==> config.mk <==
export PLATFORM = sky130hd
export DESIGN_NAME = pedestrian_request
export DESIGN_NICKNAME = d
export VERILOG_FILES = /design/src/rtl/pedestrian_request.sv
export SDC_FILE = /design/constraint.sdc
export NUM_CORES = 1
export LEC_CHECK = 0
export BUFFER_PORTS_ARGS = -buffer_cell sky130_fd_sc_hd__buf_2
export CORE_ASPECT_RATIO = 1.25
export CORE_MARGIN = 4
export CORE_UTILIZATION = 50
export CTS_BUF_LIST = sky130_fd_sc_hd__clkbuf_8
export CTS_CLUSTER_SIZE = 28
export DETAILED_ROUTE_END_ITERATION = 8
export PLACE_DENSITY_LB_ADDON = 0.12
export REMOVE_ABC_BUFFERS = 1
export SLEW_MARGIN = 10
export SYNTH_ARGS = -nofsm -noshare
export SYNTH_HDL_FRONTEND = slang
export SYNTH_SLANG_ARGS = --single-unit
==> constraint.sdc <==
create_clock -name Clock -period 4.6 [get_ports Clock]
set_input_delay 1.15 -clock Clock [delete_from_list [all_inputs] [get_ports Clock]]
set_output_delay 1.15 -clock Clock [all_outputs]
set_load 0.01 [all_outputs]
==> src/rtl/pedestrian_request.sv <==
// Pedestrian push-button front end: synchronise/debounce a button, hold a crossing
// request, grant a walk at the start of the next red phase, then lock out new presses.
module pedestrian_request #(
    parameter int unsigned DEBOUNCE  = 4,
    parameter int unsigned WALK_CYC  = 2,
    parameter int unsigned CLEAR_CYC = 1,
    parameter int unsigned LOCK_CYC  = 8
) (
    input  logic Clock,
    input  logic Reset,
    input  logic Button,
    input  logic Red,
    input  logic Green,
    input  logic Yellow,
    output logic Request,
    output logic Waiting,
    output logic Walk,
    output logic DontWalk
);

    localparam logic [7:0] DEB_C   = 8'(DEBOUNCE);
    localparam logic [7:0] WALK_C  = 8'(WALK_CYC);
    localparam logic [7:0] CLEAR_C = 8'(CLEAR_CYC);
    localparam logic [7:0] LOCK_C  = 8'(LOCK_CYC);

    typedef enum logic [2:0] {
        ST_IDLE    = 3'd0,
        ST_PENDING = 3'd1,
        ST_WALK    = 3'd2,
        ST_CLEAR   = 3'd3,
        ST_LOCKOUT = 3'd4
    } state_t;

    logic       s1_q, s2_q;
    logic       db_q, db_d;
    logic       db_prev_q;
    logic [7:0] dcnt_q, dcnt_d;
    logic [7:0] dcnt_inc;
    logic       red_q;
    logic       press, red_rise, red_fall;

    state_t     state_q, state_d;
    logic [7:0] pcnt_q, pcnt_d;

    // The light controller's yellow lamp carries no information this block needs.
    logic unused_yellow;
    assign unused_yellow = Yellow;

    always_ff @(posedge Clock) begin
        if (!Reset) begin
            s1_q      <= 1'b0;
            s2_q      <= 1'b0;
            db_q      <= 1'b0;
            db_prev_q <= 1'b0;
            dcnt_q    <= 8'd0;
            red_q     <= 1'b0;
        end else begin
            s1_q      <= Button;
            s2_q      <= s1_q;
            db_q      <= db_d;
            db_prev_q <= db_q;
            dcnt_q    <= dcnt_d;
            red_q     <= Red;
        end
    end

    assign dcnt_inc = dcnt_q + 8'd1;

    // Any cycle where the synchronised level agrees with db restarts the count.
    always_comb begin
        db_d   = db_q;
        dcnt_d = 8'd0;
        if (s2_q != db_q) begin
            if (dcnt_inc == DEB_C) begin
                db_d   = s2_q;
                dcnt_d = 8'd0;
            end else begin
                dcnt_d = dcnt_inc;
            end
        end
    end

    assign press    = db_q & ~db_prev_q;
    assign red_rise = Red & ~red_q;
    assign red_fall = ~Red & red_q;

    always_ff @(posedge Clock) begin
        if (!Reset) begin
            state_q <= ST_IDLE;
            pcnt_q  <= 8'd0;
        end else begin
            state_q <= state_d;
            pcnt_q  <= pcnt_d;
        end
    end

    always_comb begin
        state_d = state_q;
        pcnt_d  = pcnt_q;
        unique case (state_q)
            ST_IDLE: begin
                if (press) state_d = ST_PENDING;
            end
            ST_PENDING: begin
                if (red_rise) begin
                    state_d = ST_WALK;
                    pcnt_d  = WALK_C;
                end
            end
            ST_WALK: begin
                if (red_fall) begin
                    state_d = ST_LOCKOUT;
                    pcnt_d  = LOCK_C;
                end else if (pcnt_q == 8'd1) begin
                    state_d = ST_CLEAR;
                    pcnt_d  = CLEAR_C;
                end else begin
                    pcnt_d  = pcnt_q - 8'd1;
                end
            end
            ST_CLEAR: begin
                if (red_fall || pcnt_q == 8'd1) begin
                    state_d = ST_LOCKOUT;
                    pcnt_d  = LOCK_C;
                end else begin
                    pcnt_d  = pcnt_q - 8'd1;
                end
            end
            ST_LOCKOUT: begin
                if (pcnt_q == 8'd1) state_d = ST_IDLE;
                else                pcnt_d  = pcnt_q - 8'd1;
            end
            default: begin
                state_d = ST_IDLE;
                pcnt_d  = 8'd0;
            end
        endcase
    end

    // Walk is gated by the live Red input so it can never lead or trail red.
    always_comb begin
        Walk     = (state_q == ST_WALK) & Red;
        DontWalk = ~Walk;
        Waiting  = (state_q == ST_PENDING);
        Request  = (state_q == ST_PENDING) & Green;
    end

endmodule

* Word-level counts from Yosys, hierarchy flattened
Cells that the tools add are included.
** Word-level totals
- Logic and storage cells :: 54
- Register bits after elaboration :: 24
** Cells by class
- Mux-type cells :: 13
- Bitwise operators :: 12
- Reduce and logical (&&, ||, !) cells :: 6
- Equality and inequality tests :: 13
- Add/subtract/negate cells :: 2
** Operators with widths (count)
- $mux 8 :: 5
- $pmux 8 s5 :: 1
- $mux 3 :: 6
- $pmux 3 s5 :: 1
- $add 8x1->8 const B :: 1
- $eq 8x1->1 const B :: 1
- $eq 8x3->1 const B :: 1
- $ne 2x2->1 const B :: 4
- $sub 8x1->8 const B :: 1
- $not 1->1 :: 7
- $eq 3x2->1 const B :: 2
- $and 1x1->1 :: 5
- $reduce_and 5->1 :: 1
- $eq 3x1->1 const B :: 1
- $eq 3x3->1 const B :: 1
- $logic_not 3->1 :: 1
- $ne 3x3->1 const B :: 1
- $reduce_and 3->1 :: 1
- $reduce_or 3->1 :: 1
- $ne 2x1->1 const B :: 1
- $reduce_and 2->1 :: 1
- $logic_or 1x1->1 :: 1
- $ne 1x1->1 :: 1

* Logic depth before layout (Yosys ltp)
Gate-level depths: netlist (run 1).
- Depth after elaboration :: 5
- Mapped depth :: 8
- Gate-level depth less buffers :: 7

* Least setup slack after synthesis (run 1)
Ideal clock, no wire load.
- Path kind :: input to output
- From :: input Red
- To :: output Walk
- Stages on the path :: 2
- Path slack :: 2048 ps
- Data required time :: 3450 ps
- Data arrival time :: 1402 ps
- Cells stage by stage :: nand3_1 inv_1
** On the way
- Word-level cells in the longest chain between the ends :: 1
** RTL lines
- start: declaration :: line 12 : input logic Red,
- $and 1x1->1 :: line 142 : Walk = (state_q == ST_WALK) & Red;
- end: declaration :: line 17 : output logic Walk,
No other way between the ends.

* Final worst setup path (run 1)
Ends and elaborated chain as after synthesis.

==> results.py, run 1 <==
metrics = {
    "run_status": {
        "status": "finished, final reports clean",
    },
    "clocking": {
        "clkSinkCount": 24,
        "hold_buffers": 0,
        "cts_buffers": 3,
        "cts_buffer_depth": 2,
        "cts_tree": "yes",
        "htreeDepth": 1,
        "clk_pin_slew_ns": 0.08,
        "clock_latency_ns": 0.26,
        "cts-root-buf": "clkbuf_8",
        "cts_setup_buffers": 0,
        "ctsResizeCount": 0,
    },
    "floorplan": {
        "row_count": 19,
        "pin_count": 10,
        "dieWidth_um": 52.3,
        "die_h_um": 63.4,
        "core_area_um2": 2280,
        "dieArea_um2": 3320,
        "start_util_pct": 53.8,
    },
    "critical_path": {
        "crit_arrival_ns": 1.54,
        "critPathRequiredTime_ns": 3.45,
        "cp-end-kind": "output port",
        "start_kind": "input pin",
        "critical_path_class": "in2out",
        "path_cells": "buf_2 -> nand3_1 -> inv_1 -> buf_2",
        "crit_top_cell": "buf_2",
        "slowest_stage": "buf_2",
        "slowest_delay_ns": 0.12,
        "critical_path.max_fanout": 4,
    },
    "cells_and_area": {
        "postLayoutCellArea_um2": 1330,
        "most-common-layout-cells": "dfxtp_1, nor2_1, nand2_1",
        "final_common_cell": "dfxtp_1",
        "drive_above_1_share_pct": 11.0,
        "diodes": 0,
        "fin_nets": 166,
        "area_growth_pct": 8.35,
    },
    "logic_synthesis": {
        "netlist_area_um2": 1230,
        "synth_seq_area_share_pct": 39.1,
        "yosysWarnings": 0,
        "synth_edf_count": 0,
        "syn_inst": 148,
        "synth_top_cell_by_area": "dfxtp_1",
        "avgSynthCellArea_um2": 8.30,
        "ys_ff_latch": 24,
        "yosysUniqueCellTypes": 44,
        "synth_ff_type": "dfxtp_1",
        "postSynth.asyncResetShare_pct": 0,
        "synth_top_area_share_pct": 39.1,
        "synth_area_leaders": "dfxtp_1, nand2_1, nor2_1",
    },
    "grt": {
        "grt_pass1_vias": 1013,
        "grt-ovfl-total": 0,
        "antenna_found_initial": 0,
        "grt_pass1_wl_mm": 4.24,
        "track_usage_pct": 16.3,
        "grt_start_max_net_pins": 14,
    },
    "timing": {
        "setup_viol": 0,
        "finalCritPeriodShare_pct": 58.4,
        "period_needed_ns": 2.69,
        "maxClockFrequency_mhz": 372,
        "tns_ns": 0,
        "grt_setup_unrepaired": "false",
        "tightest_slew_ns": 0.746,
        "relSlewSlack_pct": 49.9,
        "drv_slew": 0,
        "fin_skew_ns": 0.00368,
        "hold_viol_final": 0,
    },
    "route": {
        "wl_per_cell_um": 12.8,
        "vias_per_cell": 5.69,
        "drt_iter0_drc": 29,
        "ant_nets": 0,
        "via_count": 1058,
        "drt_first_pass_iters": 4,
        "routed_wirelength_mm": 2.38,
        "drcViolationCount": 0,
    },
    "run": {
        "max-cap-violations": 0,
    },
    "worst_hold_path": {
        "holdCritPathClass": "reg2reg",
    },
    "placement": {
        "hpwl_mm": 1.82,
        "numPortBuffers": 8,
        "postPlaceCellArea_um2": 1280,
        "gp_congestion": 0.872,
    },
    "pwr": {
        "powerDensity_nw_per_um2": 286,
        "finalPower_mw": 0.381,
        "p_leak_nw": 0.541,
        "clkPwrFrac_pct": 36.6,
        "peakVddDrop_mv": 0.164,
        "p_sw_share_pct": 21.3,
        "pwr-share-comb_pct": 6.6,
        "p_int_mw": 0.300,
        "seqPwrFrac_pct": 56.8,
        "p_switching_mw": 0.0813,
    },
}
-- synthesized netlist by cell type (3+ instances only) --
cell / number
a21oi_1: 7
a31oi_1: 5
dfxtp_1: 24
ha_1: 4
inv_1: 8
nand2_1: 16
nand2b_1: 4
nand3_1: 6
nor2_1: 16
nor3_1: 4
o21ai_0: 4
o22ai_1: 3
xnor2_1: 3
xor2_1: 6
-- state kept, by name, summed over array words and instances, names as in the netlist --
name       flops
pcnt_q         8
red_q          1
db_prev_q      1
dcnt_q         8
db_q           1
s2_q           1
state_q        3
s1_q           1
-- final timing paths --
check                           startpoint         to  slack [ns]  cells after the start
worst max-delay path                   Red       Walk        1.91                      4
worst min-delay path                  s1_q       s2_q        0.44                      1
worst max register to register  state_q[1]  pcnt_q[6]        2.54                      5
worst min register to register        s1_q       s2_q        0.44                      1
-- worst max-delay path, delay by kind of cell --
| family | cells | cell delay, ns |
|---|---|---|
| buffers and inverters | 3 | 0.30 |
| and+or+nand+nor | 1 | 0.09 |
-- through the flow --
stage / util [%] / cells / hold WS, ns / setup slack [ns]
6_report: 58.3 / 186 / 0.439 / 1.91
5_1_grt: 58.3 / 186 / 0.479 / 1.78
4_1_cts: 58.3 / 186 / 0.445 / 1.90
2_1_floorplan: - / 143 / 0.412 / 2.04
3_3_place_gp: 55.9 / 182 / 0.425 / 1.93
3_5_place_dp: 55.9 / 182 / 0.423 / 1.90
-- cells by family after synthesis --
logic type                 Yosys count  synth area share, %
DFF                                 24                 39.1
xor gates and xnor gates             9                 6.42
adders and majority gates            4                 4.07
muxes                                1                0.815
and+or+nand+nor                     64                 26.6
AOI/OAI and AO/OA                   33                 18.0
buffers and inverters               13                 4.99
-- cell type report --
type	count	area, µm²
well taps	31	38.8
clock buffers	4	55.1
repair buffers	8	40.0
flip-flops and latches	24	480
fillers	215	951
inverters	8	30.0
multi-input cells	111	687
-- routing by layer --
metal	global-route usage [%]	routed length (µm)
met5	0	0
met4	7.67	30
met3	3.07	119
met2	28.1	1220
met1	18.7	1010
-- power by group through the flow --
| stage | clock network, mW | logic (mW) | registers, mW |
|---|---|---|---|
| floorplan | 0 | 0.0186 | 0.220 |
| global placement | 0 | 0.0241 | 0.221 |
| detailed placement | 0 | 0.0249 | 0.221 |
| CTS | 0.146 | 0.0250 | 0.217 |
| global route | 0.154 | 0.0283 | 0.217 |
| finish | 0.140 | 0.0252 | 0.216 |
Power figures use the tool's default switching activity.
==> run 2, diff against run 1 <==
==> constraint.sdc (replaced) <==
create_clock -name Clock -period 2.4 [get_ports Clock]
set_input_delay 0.6 -clock Clock [delete_from_list [all_inputs] [get_ports Clock]]
set_output_delay 0.6 -clock Clock [all_outputs]
set_load 0.01 [all_outputs]
==> results.py, run 2 (same netlist as run 1, synthesis figures left out) <==
metrics = {
    "pwr": {
        "pwr-share-comb_pct": 6.6,
        "p_sw_share_pct": 21.1,
        "p_leak_nw": 0.547,
        "p_switching_mw": 0.154,
        "peakVddDrop_mv": 0.328,
        "clkPwrFrac_pct": 36.5,
        "p_int_mw": 0.575,
        "powerDensity_nw_per_um2": 544,
        "seqPwrFrac_pct": 56.9,
    },
    "timing": {
        "hold_viol_final": 0,
        "tns_ns": 0,
        "grt_setup_unrepaired": "false",
        "finalCritPeriodShare_pct": 82.7,
        "setup_viol": 0,
        "relSlewSlack_pct": 51.0,
        "fin_skew_ns": 0.00198,
        "period_needed_ns": 1.98,
        "drv_slew": 0,
        "tightest_slew_ns": 0.730,
        "maxClockFrequency_mhz": 504,
    },
    "cells_and_area": {
        "diodes": 0,
        "final_common_cell": "dfxtp_1",
        "fin_nets": 167,
        "fillers": 220,
        "multi_input_area_um2": 687,
        "drive_above_1_share_pct": 11.5,
        "most-common-layout-cells": "dfxtp_1, nor2_1, nand2_1",
        "area_growth_pct": 8.96,
        "fin_cells": 187,
        "final-seq-area_um2": 480,
        "top_regs": "dcnt_q: 8 flops, pcnt_q: 8 flops, state_q: 3 flops",
    },
    "clocking": {
        "cts_buffer_depth": 2,
        "cts_setup_buffers": 0,
        "clkSinkCount": 24,
        "ctsResizeCount": 0,
        "clk_pin_slew_ns": 0.08,
        "cts-root-buf": "clkbuf_8",
        "hold_buffers": 0,
        "cts_buffers": 3,
        "htreeDepth": 1,
        "clock_latency_ns": 0.26,
        "cts_tree": "yes",
    },
    "route": {
        "drcViolationCount": 0,
        "drt_first_pass_iters": 4,
        "via_count": 1045,
        "drt_iter0_drc": 44,
        "ant_nets": 0,
        "vias_per_cell": 5.59,
        "wl_per_cell_um": 12.8,
        "routed_wirelength_mm": 2.39,
    },
    "critical_path": {
        "critical_path.max_fanout": 6,
        "critical_path_class": "reg2reg",
        "worst-path-buf-inv": 1,
        "slowest_delay_ns": 0.62,
        "crit_top_cell": "a31oi_1",
        "start_kind": "register",
        "slowest_stage": "nor3_1",
        "critPathRequiredTime_ns": 2.59,
        "path_cells": "inv_1 -> ha_1 -> or3b_2 -> nor2_1 -> nor3_1 -> a31oi_1 -> a31oi_1",
        "crit_arrival_ns": 2.18,
        "cp-end-kind": "register",
        "cpLargestDelayFamily": "simple AND/OR/NAND/NOR gates",
    },
    "grt": {
        "track_usage_pct": 16.3,
        "grt_pass1_vias": 1015,
        "antenna_found_initial": 0,
        "grt_pass1_wl_mm": 4.22,
        "grt_start_max_net_pins": 14,
        "grt-ovfl-total": 0,
    },
    "floorplan": {
        "die_h_um": 63.4,
        "dieWidth_um": 52.3,
        "core_area_um2": 2280,
        "row_count": 19,
        "pin_count": 10,
        "start_util_pct": 53.8,
        "dieArea_um2": 3320,
    },
    "run_status": {
        "status": "finished, final reports clean",
    },
    "placement": {
        "dp.cells": 183,
        "hpwl_mm": 1.83,
        "gp_congestion": 0.862,
        "numPortBuffers": 8,
    },
    "worst_hold_path": {
        "holdCritPathClass": "reg2reg",
    },
    "run": {
        "max-cap-violations": 0,
    },
}
==> run 2: worst paths after layout <==
check	from	to	slack, ns	cells past startpoint
min	s1_q	s2_q	0.44	1
min reg2reg	s1_q	s2_q	0.44	1
max	pcnt_q[1]	pcnt_q[6]	0.42	7
max reg2reg	pcnt_q[1]	pcnt_q[6]	0.42	7
==> run 2: stage by stage <==
stage	utilization (%)	hold WS, ns	setup slack, ns	total power, mW	cell area (µm²)
floorplan	-	0.412	0.670	0.458	1200
global placement	56.3	0.424	0.423	0.470	1280
detailed placement	56.3	0.424	0.407	0.472	1280
CTS	58.7	0.444	0.431	0.740	1340
global route	58.7	0.481	0.319	0.769	1340
finish	58.7	0.441	0.416	0.729	1340
==> run 2: layout make-up <==
class / instances / share of cell area (%)
Inverter: 8 / 2.24
Sequential cell: 24 / 35.9
Timing Repair Buffer: 9 / 3.55
Tap cell: 31 / 2.90
Clock buffer: 4 / 4.11
Multi-Input combinational cell: 111 / 51.3
==> run 2: layer usage <==
metal  wire length, µm  up-vias  share of wire [%]  global-route usage, %
li1                  -      540                  -                      -
met1              1100      490                 46                   19.0
met2              1210       13                 51                   27.2
met3                59        2                2.5                   3.30
met4                17        0               0.71                   8.31
met5                 0        -                  0                      0
==> run 2: power by group through the flow <==
stage / clock [mW] / combinational, mW / sequential (mW)
after floorplan: 0 / 0.0356 / 0.422
after global placement: 0 / 0.0461 / 0.424
after detailed placement: 0 / 0.0479 / 0.424
after CTS: 0.277 / 0.0481 / 0.415
after global routing: 0.299 / 0.0537 / 0.416
final: 0.266 / 0.0481 / 0.415
==> run 3, diff against run 2 <==
--- a/config.mk
+++ b/config.mk
@@ -5,6 +5,7 @@
 export SDC_FILE = /design/constraint.sdc
 export NUM_CORES = 1
 export LEC_CHECK = 0
+export ABC_AREA = 1
 export BUFFER_PORTS_ARGS = -buffer_cell sky130_fd_sc_hd__buf_2
 export CORE_ASPECT_RATIO = 1.25
 export CORE_MARGIN = 4
==> constraint.sdc (replaced) <==
create_clock -name Clock -period 1.7 [get_ports Clock]
set_input_delay 0.425 -clock Clock [delete_from_list [all_inputs] [get_ports Clock]]
set_output_delay 0.425 -clock Clock [all_outputs]
set_load 0.01 [all_outputs]
==> results.py, run 3 <==
metrics = {
    "logic_synthesis": {
        "yosysWarnings": 0,
        "avgSynthCellArea_um2": 6.50,
        "netlist_area_um2": 1400,
        "synth_most_common_cell": "nand2_1",
        "syn_inst": 216,
        "synth_top_cell_by_area": "dfxtp_1",
        "synth_top_area_share_pct": 34.2,
        "synth_area_leaders": "dfxtp_1, nand2_1, inv_1",
        "synth_seq_area_share_pct": 34.2,
        "synth_commonest_cells": "nand2_1, inv_1, nor2_1",
        "synth_edf_count": 0,
        "synth_ff_type": "dfxtp_1",
        "postSynth.asyncResetShare_pct": 0,
        "ys_ff_latch": 24,
        "yosysUniqueCellTypes": 20,
    },
    "cells_and_area": {
        "most-common-layout-cells": "nand2_1, inv_1, nor2_1",
        "final_core_util_pct": 59.0,
        "drive_above_1_share_pct": 19.4,
        "area_growth_pct": 12.6,
        "fin_cells": 261,
        "final_common_cell": "nand2_1",
        "top_regs": "dcnt_q: 8 flops, pcnt_q: 8 flops, state_q: 3 flops",
        "fin_nets": 238,
        "postLayoutCellArea_um2": 1580,
        "diodes": 0,
    },
    "timing": {
        "relSlewSlack_pct": 78.1,
        "fin_skew_ns": 0.00200,
        "hold_viol_final": 0,
        "maxClockFrequency_mhz": 622,
        "tightest_slew_ns": 0.326,
        "setup_viol": 0,
        "finalCritPeriodShare_pct": 94.5,
        "grt_setup_unrepaired": "true",
        "drv_slew": 0,
        "tns_ns": 0,
        "holdWs_ns": 0.337,
        "period_needed_ns": 1.61,
        "worst_slack_ns": 0.0930,
    },
    "grt": {
        "grt_pass1_wl_mm": 4.46,
        "grt-ovfl-total": 0,
        "track_usage_pct": 14.6,
        "antenna_found_initial": 0,
        "grt_start_max_net_pins": 15,
        "grt_pass1_vias": 1125,
    },
    "route": {
        "wl_per_cell_um": 9.41,
        "highest_layer": "met4",
        "drt_iter0_drc": 24,
        "met3WireLength_um": 40,
        "routed_wirelength_mm": 2.46,
        "vias_per_cell": 4.73,
        "via_count": 1234,
        "wl_met1_mm": 1.19,
        "drcViolationCount": 0,
        "drt_first_pass_iters": 4,
        "ant_nets": 0,
        "wl_met2_mm": 1.20,
    },
    "floorplan": {
        "row_count": 21,
        "core_area_um2": 2680,
        "die_h_um": 67.2,
        "dieArea_um2": 3720,
        "start_util_pct": 52.4,
        "dieWidth_um": 55.4,
        "pin_count": 10,
    },
    "clocking": {
        "hold_buffers": 0,
        "clock_latency_ns": 0.26,
        "cts_tree": "yes",
        "cts_setup_buffers": 0,
        "clkSinkCount": 24,
        "cts_buffers": 3,
        "cts-root-buf": "clkbuf_8",
        "htreeDepth": 1,
        "cts_buffer_depth": 2,
        "clk_pin_slew_ns": 0.09,
    },
    "critical_path": {
        "cp-end-kind": "output port",
        "crit_arrival_ns": 1.18,
        "critPathRequiredTime_ns": 1.27,
        "slowest_delay_ns": 0.48,
        "critical_path_class": "reg2out",
        "critical_path.max_fanout": 5,
        "slowest_stage": "dfxtp_1",
        "r2r_cells": 11,
        "path_cells": "nand3_2 -> nor2_1 -> buf_2",
        "start_kind": "register",
    },
    "pwr": {
        "peakVddDrop_mv": 0.870,
        "p_leak_nw": 0.741,
        "finalPower_mw": 2.31,
        "powerDensity_nw_per_um2": 1460,
    },
    "placement": {
        "gp_congestion": 0.806,
        "dp.cells": 257,
        "numPortBuffers": 8,
        "hpwl_mm": 1.96,
        "pre_cts_ws_ns": 0.0994,
        "postPlaceCellArea_um2": 1470,
    },
    "run": {
        "max-cap-violations": 0,
    },
    "worst_hold_path": {
        "whs_path_depth": 3,
        "holdCritPathClass": "in2reg",
    },
    "run_status": {
        "status": "finished, final reports clean",
    },
}
[run 3: changes by cell type after synthesis, sizes merged, moves of 3 or more]
cell and change:
nor2 +27, a31oi -5, nand2 +39, o22ai -4, clkbuf -3, nand2b -4, inv +35, nand3 +8
[run 3: report_power, final]
part | internal [mW] | switching (mW) | leakage [nW]
combinational | 0.392 | 0.702 | 0.509
sequential | 0.647 | 0.0755 | 0.197
clock | 0.314 | 0.180 | 0.0357
[run 3: layout make-up]
| class | count | area, µm² |
|---|---|---|
| Clock buffer | 3 | 41.3 |
| Clock inverter | 1 | 30.0 |
| Fill cell | 272 | 1100 |
| Inverter | 43 | 164 |
| Multi-Input combinational cell | 147 | 769 |
| Sequential cell | 24 | 485 |
| Tap cell | 34 | 42.5 |
| Timing Repair Buffer | 9 | 47.5 |
[run 3: worst max-delay path, delay by kind of cell, from the launching register on]
family / cells / cell delay [ns]
buffers and inverters: 1 / 0.13
AND/OR/NAND/NOR: 2 / 0.31
flip-flops: 1 / 0.48
[run 3: worst paths after layout]
kind	startpoint	end	slack [ns]
worst max-delay path	state_q[0]	Request	0.09
worst min-delay path	Button	s1_q	0.34
worst max register to register	pcnt_q[1]	pcnt_q[7]	0.16
worst min register to register	s1_q	s2_q	0.43
[run 3: kinds of logic (layout without fill, tap and decap cells)]
| logic type | count (synthesis) | in the layout | synth area share, % |
|---|---|---|---|
| flip-flops | 24 | 24 | 34.2 |
| XOR/XNOR | 6 | 6 | 3.74 |
| buffers and inverters | 45 | 56 | 13.1 |
| AO/OA/AOI/OAI | 17 | 17 | 6.06 |
| AND/OR/NAND/NOR | 120 | 120 | 39.3 |
| adder cells (fa/ha/maj) | 4 | 4 | 3.57 |
[run 3: per-layer routing]
metal / global-route usage [%] / vias to the layer above
met4: 4.56 / 0
li1: - / 677
met1: 18.4 / 547
met2: 25.6 / 8
met5: 0 / -
met3: 2.29 / 2
[run 3: repair_timing]
action / in CTS / in global routing
pin swaps: 0 / 2
resized for setup: 1 / 12
setup endpoints to repair: 2 / 11
